--- src/rtl/instr_fetch_seq.sv ---
// instr_fetch_seq: instruction fetch sequencer for a small 16-bit processor.
// It fetches one instruction word, and a second (immediate) word for mvi,
// from a synchronous-read instruction memory. It then pulses Run to the
// control unit and holds the proper word on DIN until Done is returned.
//
// Optional feature: define WATCHDOG_EN to enable a 4-bit EXEC watchdog.
// The watchdog raises Error and parks the sequencer in HALT when Done never
// arrives. When WATCHDOG_EN is undefined, EXEC waits forever and Error is tied to 0.
module instr_fetch_seq (
  input  logic        Clock,
  input  logic        Reset,
  input  logic        Start,
  input  logic        Pause,
  input  logic        Done,
  input  logic [15:0] MemData,
  output logic [4:0]  MemAddr,
  output logic [15:0] DIN,
  output logic        Run,
  output logic [4:0]  PC,
  output logic        Busy,
  output logic        Halted,
  output logic        Error
);

  typedef enum logic [2:0] {
    S_IDLE      = 3'd0,
    S_FETCH     = 3'd1,
    S_LATCH     = 3'd2,
    S_FETCH_IMM = 3'd3,
    S_LATCH_IMM = 3'd4,
    S_ISSUE     = 3'd5,
    S_EXEC      = 3'd6,
    S_HALT      = 3'd7
  } state_t;

  localparam logic [2:0] OP_MVI  = 3'b001;
  localparam logic [2:0] OP_HALT = 3'b111;

  state_t      r_state;
  state_t      w_state_next;
  logic [4:0]  r_pc;
  logic [4:0]  w_pc_next;
  logic [15:0] r_instr;
  logic [15:0] w_instr_next;
  logic [15:0] r_imm;
  logic [15:0] w_imm_next;
  logic [4:0]  r_mem_addr;
  logic [4:0]  w_mem_addr_next;
  logic [15:0] r_din;
  logic [15:0] w_din_next;
  logic        r_run;
  logic        w_run_next;
  logic        r_busy;
  logic        w_busy_next;
  logic        r_halted;
  logic        w_halted_next;
  logic        w_is_mvi;

`ifdef WATCHDOG_EN
  logic [3:0]  r_wd_cnt;
  logic [3:0]  w_wd_cnt_next;
  logic        r_error;
  logic        w_error_next;
`endif

  assign w_is_mvi = (r_instr[8:6] == OP_MVI);

  // Next-state decode plus next values for every registered output.
  always_comb begin
    w_state_next = r_state;
    w_pc_next    = r_pc;
    w_instr_next = r_instr;
    w_imm_next   = r_imm;
`ifdef WATCHDOG_EN
    w_wd_cnt_next = r_wd_cnt;
    w_error_next  = r_error;
`endif

    case (r_state)
      S_IDLE: begin
        if (Start && !Pause) w_state_next = S_FETCH;
      end
      S_FETCH: begin
        w_state_next = S_LATCH;
      end
      S_LATCH: begin
        // Memory data for the address presented in FETCH is valid now.
        w_instr_next = MemData;
        w_pc_next    = r_pc + 5'd1;
        if (MemData[8:6] == OP_HALT)     w_state_next = S_HALT;
        else if (MemData[8:6] == OP_MVI) w_state_next = S_FETCH_IMM;
        else                             w_state_next = S_ISSUE;
      end
      S_FETCH_IMM: begin
        w_state_next = S_LATCH_IMM;
      end
      S_LATCH_IMM: begin
        w_imm_next   = MemData;
        w_pc_next    = r_pc + 5'd1;
        w_state_next = S_ISSUE;
      end
      S_ISSUE: begin
        // Done is deliberately not looked at here: the control unit has not started yet.
        w_state_next = S_EXEC;
`ifdef WATCHDOG_EN
        w_wd_cnt_next = 4'd0;
`endif
      end
      S_EXEC: begin
        if (Done) begin
          w_state_next = Pause ? S_IDLE : S_FETCH;
        end
`ifdef WATCHDOG_EN
        else if (r_wd_cnt == 4'd14) begin
          // Fifteenth EXEC cycle without Done: give up on this instruction.
          w_wd_cnt_next = 4'd15;
          w_error_next  = 1'b1;
          w_state_next  = S_HALT;
        end else begin
          w_wd_cnt_next = r_wd_cnt + 4'd1;
        end
`endif
      end
      S_HALT: begin
        w_state_next = S_HALT;
      end
      default: begin
        w_state_next = S_IDLE;
      end
    endcase

    // MemAddr is loaded only on entry to a fetch state, so it holds in IDLE/HALT.
    w_mem_addr_next = r_mem_addr;
    if (w_state_next == S_FETCH || w_state_next == S_FETCH_IMM)
      w_mem_addr_next = w_pc_next;

    // DIN: instruction word through ISSUE and the first EXEC cycle, then the immediate for mvi.
    w_din_next = r_din;
    if (w_state_next == S_ISSUE)
      w_din_next = w_instr_next;
    else if (r_state == S_ISSUE)
      w_din_next = r_instr;
    else if (r_state == S_EXEC && w_state_next == S_EXEC)
      w_din_next = w_is_mvi ? r_imm : r_instr;

    w_run_next    = (w_state_next == S_ISSUE);
    w_busy_next   = (w_state_next != S_IDLE) && (w_state_next != S_HALT);
    w_halted_next = (w_state_next == S_HALT);
  end

  // State and output registers; Reset overrides everything, including mid-EXEC.
  always_ff @(posedge Clock) begin
    if (Reset) begin
      r_state    <= S_IDLE;
      r_pc       <= 5'd0;
      r_instr    <= 16'd0;
      r_imm      <= 16'd0;
      r_mem_addr <= 5'd0;
      r_din      <= 16'd0;
      r_run      <= 1'b0;
      r_busy     <= 1'b0;
      r_halted   <= 1'b0;
`ifdef WATCHDOG_EN
      r_wd_cnt   <= 4'd0;
      r_error    <= 1'b0;
`endif
    end else begin
      r_state    <= w_state_next;
      r_pc       <= w_pc_next;
      r_instr    <= w_instr_next;
      r_imm      <= w_imm_next;
      r_mem_addr <= w_mem_addr_next;
      r_din      <= w_din_next;
      r_run      <= w_run_next;
      r_busy     <= w_busy_next;
      r_halted   <= w_halted_next;
`ifdef WATCHDOG_EN
      r_wd_cnt   <= w_wd_cnt_next;
      r_error    <= w_error_next;
`endif
    end
  end

  assign MemAddr = r_mem_addr;
  assign DIN     = r_din;
  assign Run     = r_run;
  assign PC      = r_pc;
  assign Busy    = r_busy;
  assign Halted  = r_halted;
`ifdef WATCHDOG_EN
  assign Error   = r_error;
`else
  assign Error   = 1'b0;
`endif

endmodule
--- config.mk ---
export PLATFORM = sky130hd
export DESIGN_NAME = instr_fetch_seq
export DESIGN_NICKNAME = d
export VERILOG_FILES = /design/src/rtl/instr_fetch_seq.sv
export SDC_FILE = /design/constraint.sdc
export NUM_CORES = 1
export LEC_CHECK = 0
export ABC_AREA = 1
export CAP_MARGIN = 20
export CORE_MARGIN = 2
export CORE_UTILIZATION = 35
export CTS_BUF_LIST = sky130_fd_sc_hd__clkbuf_4 sky130_fd_sc_hd__clkbuf_8 sky130_fd_sc_hd__clkbuf_16
export DETAILED_ROUTE_END_ITERATION = 10
export PLACE_DENSITY = 0.54
export RECOVER_POWER = 25
export SYNTH_ARGS = -nofsm -noshare
export SYNTH_HDL_FRONTEND = slang
export SYNTH_SLANG_ARGS = --single-unit
--- constraint.sdc ---
create_clock -name Clock -period 1.8 [get_ports Clock]
set_input_delay 0.36 -clock Clock [delete_from_list [all_inputs] [get_ports Clock]]
set_output_delay 0.36 -clock Clock [all_outputs]
set_load 0.03 [all_outputs]
[Yosys cells after proc, flatten, opt, wreduce, memory -nomap -nowiden]
Cells that the tools add are included.
Cells by class
  add/subtract/negate cells: 1
  eq/ne operators: 16
  mux-type cells: 12
  reduce and logical (&&, ||, !) cells: 9
Operators by type and width (count)
  2-to-1 mux 16 bit: 5
  == test 3 bit, second input constant: 8
  case mux 3 bit (8 select lines): 1
  == test 3 x 1 -> 1 bit, second input constant: 4
  2-to-1 mux 3 bit: 4
  == test 3 x 2 -> 1 bit, second input constant: 3
  nonzero test 3 bit: 2
  adder 5 x 1 -> 5 bit, second input constant: 1
  2-to-1 mux 5 bit: 1
  logical AND 1 bit: 3
  logical NOT 3 bit: 1
  != test 3 bit, second input constant: 1
  OR reduction 2 bit: 1
  logical NOT 1 bit: 1
  logical OR 1 bit: 1
  2-to-1 mux 1 bit: 1
Word-level totals
  flip-flop bits (word level): 64
  input bits: 21

[Depth between registers and ports, before layout]
Gate-level depths: netlist of run 1.
  word-level depth: 9
  gate-level depth with buffers: 12
  mapped depth without buffers: 11

[Worst setup path after synthesis of run 1]
Ideal clock, no wire load.
  kind: reg2reg
  start: register r_state[0]
  end: register r_din[10] (netlist: DIN[10])
  library setup time: 111 ps
  arrival: 1316 ps
  setup slack: 372 ps
  cell stages (with the launch flop): 12
  buffers on the path: 1
  clock period less this slack: 1428 ps
  path through: dfxtp_1 -> inv_2 -> nand2_1 -> a21oi_1 -> nand2_2 -> nand2_4 -> nand3_4 -> nand2_1 -> inv_2 -> buf_6 -> nor2_1 -> nor2_1
Between the ends
  longest elaborated chain between the ends: 5
RTL lines
  start: declaration: RTL line 39  | state_t r_state;
  start signal: assignment: RTL line 168  | r_state <= w_state_next;
  == test 3 bit, or another cell as far along: RTL line 79  | case (r_state)
  case mux 3 bit (8 select lines): RTL line 79
  == test 3 bit: RTL line 143  | else if (r_state == S_EXEC && w_state_next == S_EXEC)
  logical AND 1 bit: RTL line 143
  nonzero test 3 bit (no source line)
  end signal: assignment: RTL line 173  | r_din <= w_din_next;
  end: declaration: RTL line 49  | logic [15:0] r_din;
Several ways; a longest one is shown, not always the timed one.
A chain may end at the register's enable or synchronous reset.

[Worst setup path after layout of run 1]
  start: register r_din[12] (netlist: DIN[12])
  end: output DIN[12]
RTL lines
  end: declaration: RTL line 17  | output logic [15:0] DIN,
No word-level cell between the ends.

==> impl_metrics.json, run 1 <==
{
  "status": "complete, no violations",
  "seq_area_frac_synth_pct": 42.1,
  "cts-root-buf": "clkbuf_8",
  "antenna_found_initial": 0,
  "grt_use_met3_pct": 4.10,
  "io_buffers": 49,
  "final_util_pct": 45.7,
  "drive_gt1_share_pct": 9.94,
  "ys.flop_type": "dfxtp_1",
  "drc": 0,
  "start_util_pct": 35.5,
  "netlist_area_um2": 3050,
  "async_flop_share_pct": 0,
  "grt_start_max_net_pins": 29,
  "cap_violations": 0,
  "post_cts_buffers": 0,
  "gp_congestion": 0.770,
  "cp_slowest_stage_delay_ns": 0.69,
  "grt_use_total_pct": 17.4,
  "p_per_area_nw_per_um2": 1020,
  "clkSinkCount": 64,
  "htreeDepth": 3,
  "cp_data_arrival_time_ns": 1.39,
  "fin_crit_ns": 1.75,
  "clock_skew_ns": 0.00898,
  "r2r-start": "r_state[0]",
  "min_from": "r_imm[14]",
  "coreArea_um2": 8590,
  "grtUsageMet1_pct": 23.1,
  "finalWirelength_mm": 7.88,
  "cts.path.max_buffers": 2,
  "crit_chain": "clkdlybuf4s50_1",
  "layout_common_cells": "nand2_1, dfxtp_1, nor2_1",
  "avgSynthCellArea_um2": 6.92,
  "dieHeight_um": 97.3,
  "final_nets": 521,
  "start_kind": "flop",
  "hold-path-cell-count": 2,
  "die_x_um": 97.3,
  "yosysUniqueCellTypes": 28,
  "dp_hpwl_mm": 5.35,
  "fp-row-count": 34,
  "diodes": 0,
  "grt_pass1_vias": 2741,
  "holdWs_ns": 0.450,
  "yosys_warnings": 0,
  "dpl_worst_slack_ns": -0.243,
  "gr-total-overflow": 0,
  "critPathRequiredTime_ns": 1.44,
  "vias": 2898,
  "r2r_cells": 11,
  "synth_edf_count": 0,
  "die_area_um2": 9470,
  "rrSetupSlack_ns": 0.18,
  "fill_cells": 898,
  "drt_iter0_drc": 121,
  "wl_per_cell_um": 12.9,
  "fmax_mhz": 572,
  "grt_use_met2_pct": 27.7,
  "synthToLayoutAreaGrowth_pct": 29.0,
  "ys_seq_elements": 64,
  "clock_latency_ns": 0.34,
  "holdPathEnd": "r_imm[14]",
  "holdBufCountCts": 0,
  "fin_ws_ns": 0.0523,
  "hold_viol": 0,
  "layout_commonest_cell": "nand2_1",
  "vias_per_cell": 4.74,
  "grt-busiest-layer": "met2",
  "critPathKind": "flop to output port",
  "finalCritPeriodShare_pct": 97.1,
  "dpl_cell_area_um2": 3750,
  "setup_violations": 0,
  "dpl.cell_count": 596,
  "leakage_nw": 1.71,
  "hold_path_class": "flop to flop",
  "endpoint_kind": "output port",
  "peakVddDrop_v": 0.000377,
  "grt_first_pass_wirelength_mm": 13.2,
  "io_pins": 51,
  "rsz0062_at_grt": "false",
  "r2r_end": "DIN[11]",
  "syn-num-nets": 462,
  "cp_num_buf_inv": 1,
  "design_area_um2": 3930,
  "cp_slowest_cell": "clkdlybuf4s50_1",
  "total_power_mw": 4.01,
  "instances_no_fill": 611,
  "final_antenna_net_count": 0,
  "clk_pin_slew_ns": 0.07,
  "synth_cells": 440,
  "crit_fanout": 2,
  "path_delay_family": "buffers and inverters",
  "cts_buffers": 9,
  "tritoncts": "built",
  "drv_slew": 0,
  "final.setup.tns_ns": 0,
  "dr.pass1.iters": 4
}
Yosys cell counts, types with 2 or more instances:
| cell type | instances | area [um^2] |
|---|---|---|
| nand3_1 | 6 | 30.0 |
| buf_6 | 2 | 22.5 |
| buf_4 | 5 | 37.5 |
| a21oi_1 | 40 | 200 |
| nor2_2 | 2 | 12.5 |
| o21ai_1 | 2 | 10.0 |
| o21ai_0 | 39 | 195 |
| xor2_1 | 5 | 43.8 |
| nand2_2 | 2 | 12.5 |
| dfxtp_1 | 64 | 1280 |
| inv_1 | 34 | 128 |
| nor3_1 | 4 | 20.0 |
| nand2_1 | 117 | 439 |
| buf_2 | 9 | 45.0 |
| nand3b_1 | 16 | 120 |
| nor2_1 | 53 | 199 |
| nand4_1 | 17 | 106 |
| clkbuf_1 | 9 | 33.8 |
| inv_2 | 5 | 18.8 |
where the power goes:
part | leakage, nW | total [mW] | switching (mW) | internal (mW)
Sequential | 0.520 | 1.65 | 0.0829 | 1.57
Combinational | 1.10 | 1.22 | 0.736 | 0.487
Clock | 0.0917 | 1.13 | 0.551 | 0.578
Total | 1.71 | 4.01 | 1.37 | 2.64
registers in the layout, summed over array words and instances (netlist names):
register and count:
DIN 16, r_instr 16, MemAddr 5, r_imm 16
Halted 1, Run 1, Busy 1, PC 5
r_state 3
kinds of logic after synthesis:
family	share of synthesized area, %
XOR/XNOR	1.44
other	0.123
buffers and inverters	9.65
adder cells (fa/ha/maj)	0.411
AO/OA/AOI/OAI	13.8
AND/OR/NAND/NOR	32.5
flip-flops	42.1
worst max-delay path by stage:
stage               start         end  slack (ns)  cells after the start
6_report          DIN[12]     DIN[12]        0.05                      1
5_1_grt        MemAddr[3]  MemAddr[3]        0.02                      1
4_1_cts             PC[1]       PC[1]       0.005                      1
3_5_place_dp         Done  MemAddr[0]       -0.24                      9
3_3_place_gp         Done  MemAddr[0]       -0.25                      9
2_1_floorplan  r_state[0]     DIN[10]        0.37                     11
cell type report:
type / instances / area, um^2 / share of cell area (%)
repair buffers: 74 / 716 / 18.2
clock buffers: 12 / 159 / 4.04
inverters: 40 / 150 / 3.82
well taps: 108 / 135 / 3.44
clock inverters: 3 / 17.5 / 0.446
multi-input cells: 310 / 1470 / 37.4
flip-flops and latches: 64 / 1280 / 32.6
metal layers:
metal	part of all wire, %	wire length [um]
met1	49	3840
met2	45	3550
met3	5.2	410
met4	1.1	87
met5	0	0
repair_timing:
| item | 4_1_cts | 5_1_grt |
|---|---|---|
| endpoints found under the setup margin | 1 | 5 |
| gates cloned | 0 | 0 |
| resized for setup | 1 | 4 |
| pin swaps | 0 | 0 |
No activity file was read; power rests on OpenSTA's default activity.
==> run 2, diff against run 1 <==
--- a/config.mk
+++ b/config.mk
@@ -10,6 +10,7 @@
 export CORE_MARGIN = 2
 export CORE_UTILIZATION = 35
 export CTS_BUF_LIST = sky130_fd_sc_hd__clkbuf_4 sky130_fd_sc_hd__clkbuf_8 sky130_fd_sc_hd__clkbuf_16
+export CTS_CLUSTER_SIZE = 12
 export DETAILED_ROUTE_END_ITERATION = 10
 export PLACE_DENSITY = 0.54
 export RECOVER_POWER = 25
==> results of run 2 <==
The final DEF is identical to that of run 1; final timing and power are the same.
